[src/rtl/alu_req_arbiter_if.sv]
// Signal bundle between requesters, response consumer and the shared ALU.
// slave = arbiter side, master = environment (requesters, consumer, ALU).
interface alu_req_arbiter_if #(
    parameter int NREQ = 2,
    parameter int W    = 32
);
    localparam int ID_W = $clog2(NREQ);

    logic [NREQ-1:0]   req_valid;
    logic [NREQ-1:0]   req_ready;
    logic [NREQ*W-1:0] req_rda;
    logic [NREQ*W-1:0] req_rdx;
    logic [NREQ*4-1:0] req_op;
    logic              rsp_valid;
    logic              rsp_ready;
    logic [ID_W-1:0]   rsp_id;
    logic [W-1:0]      rsp_result;
    logic              rsp_err;
    logic [W-1:0]      alu_rda;
    logic [W-1:0]      alu_rdx;
    logic [3:0]        alu_decode;
    logic [W-1:0]      alu_result;

    modport slave (
        input  req_valid, req_rda, req_rdx, req_op, rsp_ready, alu_result,
        output req_ready, rsp_valid, rsp_id, rsp_result, rsp_err,
               alu_rda, alu_rdx, alu_decode
    );

    modport master (
        output req_valid, req_rda, req_rdx, req_op, rsp_ready, alu_result,
        input  req_ready, rsp_valid, rsp_id, rsp_result, rsp_err,
               alu_rda, alu_rdx, alu_decode
    );
endinterface

[src/rtl/alu_req_arbiter.sv]
// Round-robin arbiter sharing one combinational ALU among NREQ requesters, one op in flight.
// Optional ALU_DIV0_CHECK_EN: trap DIV by zero locally (all-ones result, rsp_err=1).
module alu_req_arbiter #(
    parameter int NREQ   = 2,
    parameter int W      = 32,
    parameter int MD_LAT = 4
) (
    input  logic             clk,
    input  logic             rst,
    alu_req_arbiter_if.slave bus
);
    localparam int ID_W  = $clog2(NREQ);
    localparam int CNT_W = $clog2(MD_LAT + 1);
    localparam logic [3:0] OP_MUL = 4'b0101;
    localparam logic [3:0] OP_DIV = 4'b0110;

    typedef enum logic [1:0] {IDLE, EXEC, RESP} state_e;

    state_e           state_q, state_d;
    logic [ID_W-1:0]  rr_ptr_q, rr_ptr_d;
    logic [ID_W-1:0]  id_q, id_d;
    logic [CNT_W-1:0] cnt_q, cnt_d;
    logic [W-1:0]     rda_q, rda_d;
    logic [W-1:0]     rdx_q, rdx_d;
    logic [W-1:0]     res_q, res_d;
    logic [3:0]       op_q, op_d;
    logic             bad_q, bad_d;
    logic             d0_q, d0_d;
    logic             err_q, err_d;

    logic [ID_W-1:0]  grant;
    logic [ID_W:0]    idx;
    logic             any_vld;
    logic [W-1:0]     sel_rda, sel_rdx;
    logic [3:0]       sel_op;
    logic             div0_sel;

    function automatic logic is_legal(input logic [3:0] op);
        case (op)
            4'b0001, 4'b0010, 4'b0101, 4'b0110, 4'b0111,
            4'b1000, 4'b1001, 4'b1010, 4'b1011, 4'b1100: return 1'b1;
            default:                                    return 1'b0;
        endcase
    endfunction

    // Walk downward so the candidate closest to rr_ptr wins.
    always_comb begin
        grant   = rr_ptr_q;
        any_vld = 1'b0;
        idx     = '0;
        for (int k = NREQ - 1; k >= 0; k--) begin
            idx = {1'b0, rr_ptr_q} + (ID_W+1)'(k);
            if (idx >= (ID_W+1)'(NREQ)) idx = idx - (ID_W+1)'(NREQ);
            if (bus.req_valid[idx[ID_W-1:0]]) begin
                grant   = idx[ID_W-1:0];
                any_vld = 1'b1;
            end
        end
    end

    assign sel_rda = bus.req_rda[int'(grant)*W +: W];
    assign sel_rdx = bus.req_rdx[int'(grant)*W +: W];
    assign sel_op  = bus.req_op[int'(grant)*4 +: 4];

`ifdef ALU_DIV0_CHECK_EN
    assign div0_sel = (sel_op == OP_DIV) && (sel_rdx == '0);
`else
    assign div0_sel = 1'b0;
`endif

    always_comb begin
        bus.req_ready = '0;
        if (state_q == IDLE && any_vld) bus.req_ready[grant] = 1'b1;
    end

    always_comb begin
        state_d  = state_q;
        rr_ptr_d = rr_ptr_q;
        id_d     = id_q;
        cnt_d    = cnt_q;
        rda_d    = rda_q;
        rdx_d    = rdx_q;
        op_d     = op_q;
        bad_d    = bad_q;
        d0_d     = d0_q;
        res_d    = res_q;
        err_d    = err_q;
        case (state_q)
            IDLE: begin
                if (any_vld) begin
                    state_d = EXEC;
                    id_d    = grant;
                    rda_d   = sel_rda;
                    rdx_d   = sel_rdx;
                    op_d    = sel_op;
                    bad_d   = !is_legal(sel_op);
                    d0_d    = div0_sel;
                    cnt_d   = ((sel_op == OP_MUL || sel_op == OP_DIV) && !div0_sel)
                              ? CNT_W'(MD_LAT - 1) : '0;
                end
            end
            EXEC: begin
                if (cnt_q == '0) begin
                    state_d = RESP;
                    if (bad_q) begin
                        res_d = '0;
                        err_d = 1'b1;
                    end else if (d0_q) begin
                        res_d = '1;
                        err_d = 1'b1;
                    end else begin
                        res_d = bus.alu_result;
                        err_d = 1'b0;
                    end
                end else begin
                    cnt_d = cnt_q - CNT_W'(1);
                end
            end
            RESP: begin
                if (bus.rsp_ready) begin
                    state_d  = IDLE;
                    rr_ptr_d = (id_q == ID_W'(NREQ - 1)) ? '0 : id_q + ID_W'(1);
                end
            end
            default: state_d = IDLE;
        endcase
    end

    always_ff @(posedge clk) begin
        if (rst) begin
            state_q  <= IDLE;
            rr_ptr_q <= '0;
            id_q     <= '0;
            cnt_q    <= '0;
            rda_q    <= '0;
            rdx_q    <= '0;
            op_q     <= '0;
            bad_q    <= 1'b0;
            d0_q     <= 1'b0;
            res_q    <= '0;
            err_q    <= 1'b0;
        end else begin
            state_q  <= state_d;
            rr_ptr_q <= rr_ptr_d;
            id_q     <= id_d;
            cnt_q    <= cnt_d;
            rda_q    <= rda_d;
            rdx_q    <= rdx_d;
            op_q     <= op_d;
            bad_q    <= bad_d;
            d0_q     <= d0_d;
            res_q    <= res_d;
            err_q    <= err_d;
        end
    end

    // Operands hold their last value outside EXEC; only the decode is forced idle.
    assign bus.alu_rda    = rda_q;
    assign bus.alu_rdx    = rdx_q;
    assign bus.alu_decode = (state_q == EXEC && !bad_q && !d0_q) ? op_q : 4'b0000;
    assign bus.rsp_valid  = (state_q == RESP);
    assign bus.rsp_id     = id_q;
    assign bus.rsp_result = res_q;
    assign bus.rsp_err    = err_q;
endmodule

[src/flat_wrapper.sv]
// flat-port wrapper written by rule: the top's interface ports become plain ports
module alu_req_arbiter_flat 
#(
    parameter int NREQ   = 2,
    parameter int W      = 32,
    parameter int MD_LAT = 4
)
  (clk, rst, bus_req_valid, bus_req_rda, bus_req_rdx, bus_req_op, bus_rsp_ready, bus_alu_result, bus_req_ready, bus_rsp_valid, bus_rsp_id, bus_rsp_result, bus_rsp_err, bus_alu_rda, bus_alu_rdx, bus_alu_decode);
  alu_req_arbiter_if #(.NREQ(NREQ), .W(W)) bus_i ();
  input  logic clk;
  input  logic rst;
  input wire logic [$bits(bus_i.req_valid)-1:0] bus_req_valid;
  input wire logic [$bits(bus_i.req_rda)-1:0] bus_req_rda;
  input wire logic [$bits(bus_i.req_rdx)-1:0] bus_req_rdx;
  input wire logic [$bits(bus_i.req_op)-1:0] bus_req_op;
  input wire logic [$bits(bus_i.rsp_ready)-1:0] bus_rsp_ready;
  input wire logic [$bits(bus_i.alu_result)-1:0] bus_alu_result;
  output wire logic [$bits(bus_i.req_ready)-1:0] bus_req_ready;
  output wire logic [$bits(bus_i.rsp_valid)-1:0] bus_rsp_valid;
  output wire logic [$bits(bus_i.rsp_id)-1:0] bus_rsp_id;
  output wire logic [$bits(bus_i.rsp_result)-1:0] bus_rsp_result;
  output wire logic [$bits(bus_i.rsp_err)-1:0] bus_rsp_err;
  output wire logic [$bits(bus_i.alu_rda)-1:0] bus_alu_rda;
  output wire logic [$bits(bus_i.alu_rdx)-1:0] bus_alu_rdx;
  output wire logic [$bits(bus_i.alu_decode)-1:0] bus_alu_decode;
  assign bus_i.req_valid = bus_req_valid;
  assign bus_i.req_rda = bus_req_rda;
  assign bus_i.req_rdx = bus_req_rdx;
  assign bus_i.req_op = bus_req_op;
  assign bus_i.rsp_ready = bus_rsp_ready;
  assign bus_i.alu_result = bus_alu_result;
  assign bus_req_ready = bus_i.req_ready;
  assign bus_rsp_valid = bus_i.rsp_valid;
  assign bus_rsp_id = bus_i.rsp_id;
  assign bus_rsp_result = bus_i.rsp_result;
  assign bus_rsp_err = bus_i.rsp_err;
  assign bus_alu_rda = bus_i.alu_rda;
  assign bus_alu_rdx = bus_i.alu_rdx;
  assign bus_alu_decode = bus_i.alu_decode;
  alu_req_arbiter #(.NREQ(NREQ), .W(W), .MD_LAT(MD_LAT)) u_core (.clk(clk), .rst(rst), .bus(bus_i));
endmodule
[config.mk]
export PLATFORM = sky130hd
export DESIGN_NAME = alu_req_arbiter_flat
export DESIGN_NICKNAME = d
export VERILOG_FILES = /design/src/rtl/alu_req_arbiter_if.sv /design/src/rtl/alu_req_arbiter.sv /design/src/flat_wrapper.sv
export SDC_FILE = /design/constraint.sdc
export NUM_CORES = 1
export LEC_CHECK = 0
export ABC_AREA = 1
export ABC_CLOCK_PERIOD_IN_PS = 1650
export BUFFER_PORTS_ARGS = -buffer_cell sky130_fd_sc_hd__buf_2
export CORE_MARGIN = 4
export CORE_UTILIZATION = 39
export CTS_CLUSTER_SIZE = 16
export DETAILED_ROUTE_END_ITERATION = 7
export PLACE_DENSITY = 0.75
export SKIP_LAST_GASP = 1
export SYNTH_ARGS = -nofsm -noshare
export SYNTH_HDL_FRONTEND = slang
export SYNTH_SLANG_ARGS = --single-unit
[constraint.sdc]
create_clock -name clk -period 1.65 [get_ports clk]
set_input_delay 0.165 -clock clk [delete_from_list [all_inputs] [get_ports clk]]
set_output_delay 0.165 -clock clk [all_outputs]
set_load 0.01 [all_outputs]
; Word-level counts from Yosys, hierarchy flattened
; Memories as Yosys holds them, arrays and structs flattened.
; Cells that the tools add are included.
[totals]
input_bits = 173
ff_bits = 109
output_inout_bits = 105
rom_bits = 16
elab_cells = 74
n_memories = 1
[op_classes]
n_reduce_logical = 14
n_mux = 27
shifts = 3
magnitude_cmp = 6
n_eq_ne = 8
n_addsub = 5
[memory_table]
columns = memory, words, width, rd, rd_clocked_by_memory_dff, wr, line
row1 = (no name shown), 16, 1, 1, 0, 0, alu_req_arbiter.sv:39  ; case (op)
[op_table]
columns = operator, n
row1 = 64-bit by 7-bit variable part select with 32-bit output, 2
row2 = 32-bit two-way mux, 1
row3 = 1-bit two-way mux, 15
row4 = 2-bit two-way mux, 5
row5 = "4-bit by 3-bit equality test with 1-bit output, second input constant", 2
row6 = 8-bit by 4-bit variable part select with 4-bit output, 1
row7 = "1-bit by 2-bit < comparator with 1-bit output, second input constant", 3
row8 = 3-bit two-way mux, 2
row9 = 2-bit one-hot mux with 3 select lines, 1
row10 = 3-bit one-hot mux with 2 select lines, 1
row11 = 2-bit AND reduction, 3
row12 = 3-bit AND reduction, 2
row13 = 4-bit two-way mux, 1
row14 = "2-bit by 1-bit != test with 1-bit output, second input constant", 2
row15 = "2-bit != test, second input constant", 2
row16 = 1-bit logical AND, 3
row17 = 3-bit zero test, 1
row18 = "3-bit by 1-bit subtractor with 3-bit output, second input constant", 1
row19 = "1-bit by 1-bit adder with 2-bit output, second input constant", 1
row20 = "2-bit by 1-bit equality test with 1-bit output, second input constant", 1
row21 = "2-bit equality test, second input constant", 1
row22 = "1-bit by 2-bit greater-or-equal comparator with 1-bit output, second input constant", 1
row23 = "2-bit greater-or-equal comparator, second input constant", 1
row24 = 1-bit zero test, 2
row25 = 7 further kinds, 8

; Logic depth before layout (Yosys ltp)
; Gate-level depths: netlist (run 1).
[logic_depth]
word_depth = 13
mapped_depth = 12
mapped_depth_nobuf = 12

; Worst setup path before layout (run 1)
; Ideal clock, no wire load.
[synth_timing]
path_kind = reg-to-reg
from = register u_core.rr_ptr_q
to = register u_core.cnt_q[0]
required_time_ns = 1.531
slack_ns = 0.116
stages_incl_launch_ff = 11
n_path_buf = 0
period_less_slack_ns = 1.534
t_arrival_ns = 1.415
setup_ns = 0.119
cell_sequence = dfxtp_1 -> inv_1 -> nand2_2 -> nand2_4 -> o21ai_0 -> inv_1 -> ha_1 -> nor2_1 -> nor2_1 -> nand3_1 -> a21oi_1
[synth_between]
elab_chain_cells = 13
word_cells_on_any_way = 24
classes_between = 3 x add/sub / 2 x order compare / 3 x eq/ne / 1 x shift / 13 x mux / 2 x reduce/logical
[synth_lines]
columns = item, line
row1 = from (decl), alu_req_arbiter.sv:20  ; logic [ID_W-1:0] rr_ptr_q, rr_ptr_d;
row2 = from (signal assigned), alu_req_arbiter.sv:144  ; rr_ptr_q <= rr_ptr_d;
row3 = 1-bit by 1-bit adder with 2-bit output, alu_req_arbiter.sv:52  ; idx = {1'b0, rr_ptr_q} + (ID_W+1)'(k);
row4 = 2-bit greater-or-equal comparator or 1-bit subtractor (tied branches), alu_req_arbiter.sv:53  ; if (idx >= (ID_W+1)'(NREQ)) idx = idx - (ID_W+1)'(NREQ);
row5 = 1-bit two-way mux, alu_req_arbiter.sv:53
row6 = 1-bit two-way mux (not written as such) (2 in series), alu_req_arbiter.sv:54  ; if (bus.req_valid[idx[ID_W-1:0]]) begin
row7 = 1-bit two-way mux, alu_req_arbiter.sv:54
row8 = 1-bit two-way mux (*), alu_req_arbiter.sv:54
row9 = 8-bit by 4-bit variable part select with 4-bit output (*), alu_req_arbiter.sv:63  ; assign sel_op = bus.req_op[int'(grant)*4 +: 4];
row10 = via u_core.sel_op[0], alu_req_arbiter.sv:35  ; logic [3:0] sel_op;
row11 = 4-bit by 3-bit equality test with 1-bit output, alu_req_arbiter.sv:98  ; cnt_d = ((sel_op == OP_MUL || sel_op == OP_DIV) && !div0_sel)
row12 = 1-bit logical OR (*), alu_req_arbiter.sv:98
row13 = 2-bit two-way mux (*), alu_req_arbiter.sv:99  ; ? CNT_W'(MD_LAT - 1) : '0;
row14 = 3-bit two-way mux (*), alu_req_arbiter.sv:90  ; if (any_vld) begin
row15 = 3-bit one-hot mux with 2 select lines (*), alu_req_arbiter.sv:88  ; case (state_q)
row16 = to (signal assigned), alu_req_arbiter.sv:146  ; cnt_q <= cnt_d;
row17 = to (decl), alu_req_arbiter.sv:22  ; logic [CNT_W-1:0] cnt_q, cnt_d;
; Mark *: on every way through the listed nets, which the timed path passes. The rest lies on a longest branch. The select of a mux whose other input is x is not followed.
; A chain may end at the register's enable or synchronous reset.

; Worst setup path in the final report (run 1)
[layout_timing]
from = register u_core.state_q[0]
to = output bus_req_ready[1]
[layout_between]
elab_chain_cells = 3
[layout_lines]
columns = item, line
row1 = from (decl), alu_req_arbiter.sv:19  ; state_e state_q, state_d;
row2 = from (signal assigned), alu_req_arbiter.sv:143  ; state_q <= state_d;
row3 = 2-bit zero test, alu_req_arbiter.sv:73  ; if (state_q == IDLE && any_vld) bus.req_ready[grant] = 1'b1;
row4 = 1-bit logical AND, alu_req_arbiter.sv:73
row5 = 2-bit two-way mux, alu_req_arbiter.sv:73
row6 = to (decl), flat_wrapper.sv:18  ; output wire logic [$bits(bus_i.req_ready)-1:0] bus_req_ready;
; No other way between the ends.

==> metrics.cfg, run 1 <==
[logic_synthesis]
syn_nets=832
synthesis.area_sq_mm=0.00464
ys_seq_area_share_pct=47.0
ys_seq_elements=109
syn-mean-instance-area_sq_um=7.10
ys_types=24
syn-instance-count=654
synth_top_area_cell=dfxtp_1
synth_top_area_share_pct=47.0
synthTopCellsByArea=dfxtp_1 47%, nand2_1 22%, a21oi_1 6.0%
yosys_warnings=0

[global_routing]
grt_util_met2_pct=32.4
antenna_found_initial=1
grt_usage_pct=19.3
grt_pass1_vias=4439
grt_busiest_layer=met2
grtUsageMet3_pct=7.97
grt_overflow_total=0
grt_pass1_wl_um=20800
grt_max_degree=65
grt.met1_usage_pct=22.3

[cts]
cts_buffers=9
cts_buffer_depth=2
cts_root_buffer=clkbuf_16
clk_pin_slew_ps=70
cts_tree=built
cts_sinks=109
postCtsHoldBufs=0
htreeDepth=3
clock_latency_ps=340

[min_path]
min_to=u_core.bus.rsp_result[1]$_SDFFE_PP0P_
whs_path_depth=3
hp-class=in -> reg
hp-start=bus_alu_result[1]

[drt]
wirelength_um=14200
vias_per_cell=4.68
drtPass1Iterations=4
drc=0
num_vias=4993
routedWlPerCell_um=13.3
drt_iter0_drc=308
ant_nets=0

[placed_design]
portBuffers=277
hpwl_um=10600
dpl-instance-area_sq_mm=0.00613
post-place-ws_ps=-49.4
place.gp.congestion=0.808

[timing]
fin_skew_ps=4.85
fin_crit_ps=1570
tightest_slew_ps=377
postLayoutSetupSlackWorst_ps=82.9
fin_crit_sh_pct=95.0
hold_viol=0
final-max-slew-violation-count=0
slew_headroom_pct=74.9
max_clock_freq_mhz=638
setup_viol_count_final=0
fin_tns_setup_ps=0

[floorplan]
start_util_pct=40.3
die_x_um=117
rows=39
core_area_sq_mm=0.0115
dieArea_sq_mm=0.0137
die_h_um=117
io_pins=278

[setup_path]
regToRegSetupSlack_ps=130
cp-start-kind=flip-flop
endpoint_kind=output pin
r2r-start=u_core.rr_ptr_q$_SDFFE_PP0P_
critical_path.max_fanout=18
worstPathArrival_ps=1400
rr_worst_depth=12
cp_data_required_time_ps=1480
crit_type=reg -> out
r2r-end=u_core.cnt_q[1]$_SDFFE_PP0P_

[layout]
nNetsFinal=1098
area_growth_pct=40.1
diodes=0
final.fill_count=1138
final_area_sq_mm=0.00650
drive_above_1_share_pct=34.8
utilization_pct=56.5
final_common_cell=buf_2
final_cell_mix=277 x buf_2, 273 x nand2_1, 108 x dfxtp_1

[job]
drv_cap=0

[power]
ir_worst_vdd_mv=0.656
p_leak_nw=3.54
power.total_mw=7.85
p_per_area_mw_per_mm2=1210

[run_status]
status=complete, no violations

## cells in the mapped netlist, drive strengths merged
cell    count
a21oi      57
o22ai       4
nor2       16
buf        24
clkbuf     14
dfxtp     109
inv        67
nand2     278
a31oi      10
a22oi      18
a211oi      1
o21ai       9
ha          5
nand3      42
## stage by stage
stage	cells	hold WS (ps)
after floorplan	654	308
after global placement	1049	414
after detailed placement	1049	420
after CTS	1065	46.3
after global routing	1067	48.2
final	1067	64.7
## flip-flops by register name, indices dropped and copies added (netlist names)
signal                 cells
u_core.rr_ptr_q            1
u_core.bus.rsp_id          1
u_core.bus.rsp_result     32
u_core.bus.alu_rdx        32
u_core.bad_q               1
u_core.op_q                4
u_core.state_q             2
u_core.bus.rsp_err         1
u_core.cnt_q               3
u_core.bus.alu_rda        32
## cell type report
type                    instances  area, sq um  share of cell area [%]
flip-flops and latches        109         2180                    33.6
clock inverters                 4         72.6                    1.12
well taps                     143          179                    2.75
repair buffers                293         1580                    24.2
multi-input cells             440         2000                    30.7
inverters                      67          251                    3.87
clock buffers                  11          243                    3.73
## per-layer routing
metal  up-vias  routed length, um
met5         -                 13
met4         2                182
met3        15               1630
met2       225               6680
met1      2167               5660
li1       2584                  -
## cells by family (layout without fill, tap and decap cells)
logic type / Yosys count / in the layout / synth area share, %
and+or+nand+nor: 336 / 336 / 28.8
adders and majority gates: 5 / 5 / 1.35
AOI/OAI and AO/OA: 99 / 99 / 12.4
DFF: 109 / 109 / 47.0
buffers and inverters: 105 / 375 / 10.4
## repair_timing
item / 4_1_cts / 5_1_grt
hold endpoints to repair: 0 / 0
pin swaps: 0 / 3
resized for setup: 4 / 10
buffers inserted: 1 / 2
setup endpoints to repair: 5 / 12
## worst max-delay path, cell delays in order, from the launching register on
cell and delay, ps:
dfxtp_1 340, nor2_2 140, o21ai_4 130, nor2_4 140, buf_12 160, buf_2 140
## power by group
part | switching, mW | internal (mW)
Clock | 0.910 | 1.36
Combinational | 1.42 | 0.942
Sequential | 0.183 | 3.03
Total | 2.52 | 5.33
## worst max path at each step
stage | startpoint | endpoint | depth (start not counted)
3_5_place_dp | bus_req_valid[0] | u_core.bad_q$_SDFFE_PP0N_ | 12
6_report | u_core.state_q[0]$_SDFFE_PP0P_ | bus_req_ready[1] | 5
3_3_place_gp | bus_req_valid[0] | u_core.bad_q$_SDFFE_PP0N_ | 12
4_1_cts | u_core.state_q[1]$_SDFFE_PP0P_ | bus_req_ready[1] | 5
2_1_floorplan | u_core.rr_ptr_q$_SDFFE_PP0P_ | u_core.cnt_q[0]$_SDFFE_PP0P_ | 10
5_1_grt | u_core.state_q[0]$_SDFFE_PP0P_ | bus_req_ready[1] | 5
Power figures use the tool's default switching activity.
==> inputs of run 2 (changes only) <==
--- a/config.mk
+++ b/config.mk
@@ -12,6 +12,7 @@
 export CORE_UTILIZATION = 39
 export CTS_CLUSTER_SIZE = 16
 export DETAILED_ROUTE_END_ITERATION = 7
+export HOLD_SLACK_MARGIN = 0.08
 export PLACE_DENSITY = 0.75
 export SKIP_LAST_GASP = 1
 export SYNTH_ARGS = -nofsm -noshare
==> metrics.cfg, run 2 (synthesis results as in run 1) <==
[run_status]
status=complete, no violations

[floorplan]
die_x_um=117  ; unchanged
core_area_sq_mm=0.0115  ; unchanged
dieArea_sq_mm=0.0137  ; unchanged
rows=39  ; unchanged
io_pins=278  ; unchanged
start_util_pct=40.3  ; unchanged
die_h_um=117  ; unchanged

[drt]
drt_iter0_drc=368  ; +19%
drtPass1Iterations=4  ; unchanged
vias_per_cell=4.71  ; +0.68%
routedWlPerCell_um=14.1  ; +6.4%
num_vias=5338  ; +6.9%
top_layer=met5
wl_met3_um=1680  ; +3.2%
ant_nets=0  ; unchanged
drc=0  ; unchanged
wirelength_um=16000  ; +13%
dr_wl_met2_um=7640  ; +14%
wl_met1_um=6210  ; +9.7%

[global_routing]
grt_max_degree=65  ; unchanged
antenna_found_initial=2  ; +1
grt_pass1_wl_um=23600  ; +13%
grt_pass1_vias=5023  ; +13%
grt_usage_pct=22.0  ; +2.7 points
grt_overflow_total=0  ; unchanged

[job]
drv_cap=0  ; unchanged

[setup_path]
max_stage_delay_ps=340  ; about the same
path_buf_inv=2  ; unchanged
critical_path.max_fanout=18  ; unchanged
endpoint_kind=output pin
cp-start-kind=flip-flop
cp_data_required_time_ps=1480  ; about the same
crit_type=reg -> out
cp_top_family=flip-flops
worstPathArrival_ps=1410  ; about the same
cp_slowest_cell=dfxtp_1
worstPathCellList=nor2_2 -> o21ai_4 -> nor2_4 -> buf_12 -> buf_2

[cts]
cts_buffers=9  ; unchanged
clk_pin_slew_ps=70  ; about the same
cts_buffer_depth=2  ; unchanged
cts_tree=built
htreeDepth=3  ; unchanged
clock_latency_ps=340  ; about the same
cts_root_buffer=clkbuf_16
cts_sinks=109  ; unchanged

[layout]
register_area_sq_mm=0.00218  ; unchanged
utilization_pct=62.0  ; +5.5 points
nNetsFinal=1161  ; +5.7%
area_growth_pct=53.9
final_common_cell=buf_2
final.fill_count=1020  ; -10%
drive_above_1_share_pct=32.6  ; -2.2 points
multiInputGateArea_sq_mm=0.00200  ; unchanged
final_cell_mix=277 x buf_2, 273 x nand2_1, 108 x dfxtp_1
final_area_sq_mm=0.00714  ; +9.8%

[power]
p_per_area_mw_per_mm2=1130  ; -6.7%
power.total_mw=8.04  ; +2.4%
p_clk_share_pct=28.5  ; -0.4 points
ir_worst_vdd_mv=0.685  ; +4.5%
seq_power_share_pct=40.0  ; -0.9 points
intPower_mw=5.43  ; +1.9%
p_leak_nw=3.80  ; +7.4%
p_switching_mw=2.61  ; +3.7%
swShare_pct=32.5  ; +0.39 points
combPwrFrac_pct=31.5  ; +1.3 points

[timing]
timing.hold.ws_ps=94.8  ; +30.2 ps
hold_viol=0  ; unchanged
slew_headroom_pct=75.1  ; +0.21 points
fin_skew_ps=6.97  ; +2.12 ps
max_clock_freq_mhz=635  ; -0.57%
final-max-slew-violation-count=0  ; unchanged
tightest_slew_ps=374  ; -3.21 ps
fin_crit_sh_pct=95.5  ; +0.54 points
setup_viol_count_final=0  ; unchanged
fin_crit_ps=1580  ; +8.97 ps

[placed_design]
dpl-instance-area_sq_mm=0.00613  ; unchanged
hpwl_um=10600  ; unchanged
place.gp.congestion=0.808  ; unchanged
portBuffers=277  ; unchanged

[min_path]
hp-class=in -> reg

-- run 2: cell count changes in the layout (fill, tap and decap cells not counted), sizes merged --
cell,change
diode,+3
dlygate4sd3,+63
-- run 2: layout make-up --
class / instances / share of cell area [%]
tap: 143 / 2.51
antenna: 3 / 0.105
timing repair buffer: 356 / 30.9
inverter: 67 / 3.52
multi-input combinational: 440 / 28.0
clock buffer: 11 / 3.40
sequential: 109 / 30.6
clock inverter: 4 / 1.02
-- run 2: per-stage QoR --
stage / std cells / TNS (ps) / setup WS, ps
6_report: 1133 / 0 / 74.0
3_5_place_dp: 1049 / -126 / -49.4
3_3_place_gp: 1049 / 0 / 30.6
2_1_floorplan: 654 / 0 / 116
4_1_cts: 1128 / -41.4 / -41.4
5_1_grt: 1131 / -1.92 / -1.92
-- run 2: worst register-to-register path: stages (launching register included) --
cell     delay [ps]
dfxtp_2         330
nand2_2          80
nand2_4          70
nand2_4         120
nand2_1          60
o21ai_1          70
buf_4           140
inv_1            40
ha_1            180
nor2_1           90
nor2_1           50
nand3_1          90
a21oi_1          70
-- run 2: final timing paths --
path                                                              from                                     end  slack, ps  cells after the start
worst max-delay path                    u_core.state_q[0]$_SDFFE_PP0P_                        bus_req_ready[1]         70                      5
worst min register to register  u_core.bus.rsp_result[14]$_SDFFE_PP0P_  u_core.bus.rsp_result[14]$_SDFFE_PP0P_        460                      2
worst max register to register            u_core.rr_ptr_q$_SDFFE_PP0P_            u_core.cnt_q[1]$_SDFFE_PP0P_        130                     12
worst min-delay path                                     bus_rsp_ready            u_core.rr_ptr_q$_SDFFE_PP0P_         90                      3
-- run 2: repair_timing --
action                     CTS  global route
buffers inserted             1             2
setup endpoints to repair    5            13
hold buffers                63             0
cloned                       0             0
resized for setup            4            10
pin swaps                    0             3
hold endpoints to repair    56             0
-- run 2: metal layers --
metal	GRT usage, %	vias to the layer above
met5	0	-
met4	10.4	2
met3	8.28	37
met2	37.6	252
met1	24.0	2334
li1	-	2713
-- run 2: power groups by stage --
stage,combinational (mW),clock (mW),sequential [mW]
final,2.53,2.29,3.22
after global routing,2.82,2.47,3.26
after CTS,2.49,2.34,3.21
after detailed placement,2.35,0,3.26
after global placement,2.33,0,3.25
after floorplan,1.28,0,3.42
==> inputs of run 3 (changes only) <==
--- a/config.mk
+++ b/config.mk
@@ -12,9 +12,11 @@
 export CORE_UTILIZATION = 39
 export CTS_CLUSTER_SIZE = 16
 export DETAILED_ROUTE_END_ITERATION = 7
+export GPL_TIMING_DRIVEN = 0
 export HOLD_SLACK_MARGIN = 0.08
 export PLACE_DENSITY = 0.75
 export SKIP_LAST_GASP = 1
 export SYNTH_ARGS = -nofsm -noshare
 export SYNTH_HDL_FRONTEND = slang
 export SYNTH_SLANG_ARGS = --single-unit
+export TNS_END_PERCENT = 30
==> metrics.cfg, run 3 (synthesis results as in run 1) <==
[timing]
fin_crit_ps=1620  ; +47.6 ps
hold_viol=0  ; unchanged
postLayoutSetupSlackWorst_ps=26.4  ; -47.6 ps
slew_headroom_pct=53.0  ; -22 points
rsz0062_at_grt=true
max_clock_freq_mhz=616  ; -2.9%
tightest_slew_ps=705  ; +332 ps
setup_viol_count_final=0  ; unchanged
fin_tns_setup_ps=0  ; unchanged
final-max-slew-violation-count=0  ; unchanged
fin_skew_ps=10.9  ; +3.90 ps
fin_crit_sh_pct=98.4  ; +2.9 points

[setup_path]
crit_type=reg -> out
max_stage_delay_ps=340  ; about the same
critical_path.max_fanout=10  ; -8
cp-start-kind=flip-flop
worstPathCellList=nor2_4 -> o21ai_4 -> a21oi_4 -> buf_6 -> buf_8 -> buf_6
cp_data_required_time_ps=1480  ; about the same
worstPathArrival_ps=1460  ; +50 ps
cp_slowest_cell=dfxtp_2
path_common_cell=buf_6
endpoint_kind=output pin
path_buf_inv=3  ; +1
rr_worst_depth=8  ; -4
r2r-end=u_core.bus.alu_rda[3]$_SDFFE_PP0N_
r2r-start=u_core.state_q[0]$_SDFFE_PP0P_
regToRegSetupSlack_ps=70  ; -60 ps
cp_top_family=buffers and inverters

[drt]
num_vias=5552  ; +4.0%
vias_per_cell=4.76  ; +1.1%
wirelength_um=17900  ; +12%
drtPass1Iterations=5  ; +1
ant_nets=0  ; unchanged
drt_iter0_drc=335  ; -9.0%
drc=0  ; unchanged
routedWlPerCell_um=15.4  ; +8.9%

[cts]
cts_tree=built
clock_latency_ps=350  ; about the same
cts_buffer_depth=2  ; unchanged
cts_sinks=109  ; unchanged
cts_root_buffer=clkbuf_16
clk_pin_slew_ps=70  ; about the same
cts_buffers=9  ; unchanged
htreeDepth=3  ; unchanged

[layout]
diodes=0  ; -3
final_common_cell=buf_2
utilization_pct=64.3  ; +2.3 points
area_growth_pct=59.5
final_cell_mix=282 x buf_2, 273 x nand2_1, 107 x dfxtp_1
final_cells=1166  ; +2.9%
drive_above_1_share_pct=33.6  ; +1.0 points
nNetsFinal=1196  ; +3.0%

[power]
p_clk_share_pct=29.3  ; +0.8 points
combPwrFrac_pct=32.6  ; +1.1 points
seq_power_share_pct=38.1  ; -1.9 points
swShare_pct=33.0  ; +0.57 points
ir_worst_vdd_mv=0.652  ; -4.9%
p_leak_nw=3.93  ; +3.3%
intPower_mw=5.66  ; +4.3%
p_switching_mw=2.79  ; +7.0%
p_per_area_mw_per_mm2=1140  ; +1.5%

[min_path]
hp-start=bus_rsp_ready
hp-class=in -> reg
min_to=u_core.state_q[1]$_SDFFE_PP0P_
whs_path_depth=4  ; +1

[global_routing]
grt_pass1_wl_um=26500  ; +12%
grt_usage_pct=25.1  ; +3.1 points
antenna_found_initial=1  ; -1
grt_overflow_total=0  ; unchanged
grt_pass1_vias=5443  ; +8.4%
grt_max_degree=18  ; -72%

[floorplan]
rows=39  ; unchanged
die_h_um=117  ; unchanged
start_util_pct=40.3  ; unchanged
die_x_um=117  ; unchanged
dieArea_sq_mm=0.0137  ; unchanged
core_area_sq_mm=0.0115  ; unchanged
io_pins=278  ; unchanged

[placed_design]
place.gp.congestion=0.814  ; +0.82%
numPlacedInstances=1074  ; +2.4%
hpwl_um=12100  ; +14%
portBuffers=277  ; unchanged
post-place-ws_ps=-127  ; -77.7 ps

[job]
drv_cap=0  ; unchanged

[run_status]
status=complete, no violations

-- run 3: cell types whose count changed in the layout (fill, tap and decap cells not counted), moves of 2 or more --
cell,change
buf_6,+11
clkbuf_1,+9
dlygate4sd3_1,+6
buf_12,-5
buf_2,+5
clkbuf_4,+5
buf_1,+4
buf_4,-4
diode_2,-3
buf_8,+2
clkbuf_2,+2
-- run 3: layer usage --
layer / up-vias / wire, um / GRT usage, %
met4: 2 / 505 / 10.8
met3: 38 / 1830 / 7.04
met2: 297 / 8750 / 44.0
met1: 2428 / 6820 / 28.5
met5: - / 13 / 0
li1: 2787 / - / -
-- run 3: final cells by class --
type                       count  area (sq um)
timing repair buffer         353          2150
inverter                      67           251
clock inverter                 6           111
tap                          143           179
buffer                        38           263
sequential                   109          2180
clock buffer                  10           229
fill                        1026          4110
multi-input combinational    440          2040
-- run 3: worst max-delay path by stage --
stage	start	to	slack, ps	cells past startpoint
floorplan	u_core.rr_ptr_q$_SDFFE_PP0P_	u_core.cnt_q[0]$_SDFFE_PP0P_	120	10
global placement	u_core.rr_ptr_q$_SDFFE_PP0P_	u_core.cnt_q[1]$_SDFFE_PP0P_	-100	10
detailed placement	u_core.rr_ptr_q$_SDFFE_PP0P_	u_core.cnt_q[0]$_SDFFE_PP0P_	-130	10
CTS	u_core.rr_ptr_q$_SDFFE_PP0P_	bus_req_ready[1]	-10	7
global route	u_core.state_q[0]$_SDFFE_PP0P_	bus_req_ready[0]	-50	6
finish	u_core.state_q[0]$_SDFFE_PP0P_	bus_req_ready[0]	30	6
-- run 3: power by group through the flow --
stage	Combinational [mW]	Clock (mW)	Sequential [mW]
global route	3.07	2.60	3.27
detailed placement	2.44	0	3.25
CTS	2.66	2.51	3.21
finish	2.75	2.48	3.22
global placement	2.43	0	3.24
floorplan	1.28	0	3.42
-- run 3: timing repair --
action / CTS / global route
endpoints found under the hold margin: 59 / 0
setup buffers: 5 / 2
hold buffers: 69 / 0
setup endpoints to repair: 14 / 88
pin swaps: 1 / 2
gates resized for setup: 12 / 32
-- run 3: stage by stage --
step	instance area [sq um]	hold WS [ps]	total power [mW]
after detailed placement	6210	419	5.70
final	7400	85.0	8.45
after CTS	7320	80.1	8.38
after global routing	7400	81.8	8.94
after floorplan	4640	308	4.70
after global placement	6210	416	5.67
-- run 3: tightest hold or removal path, delay by kind of cell --
family,cells,cell delay [ps]
compound gates,1,50
buf+inv,2,120
simple gates,1,50
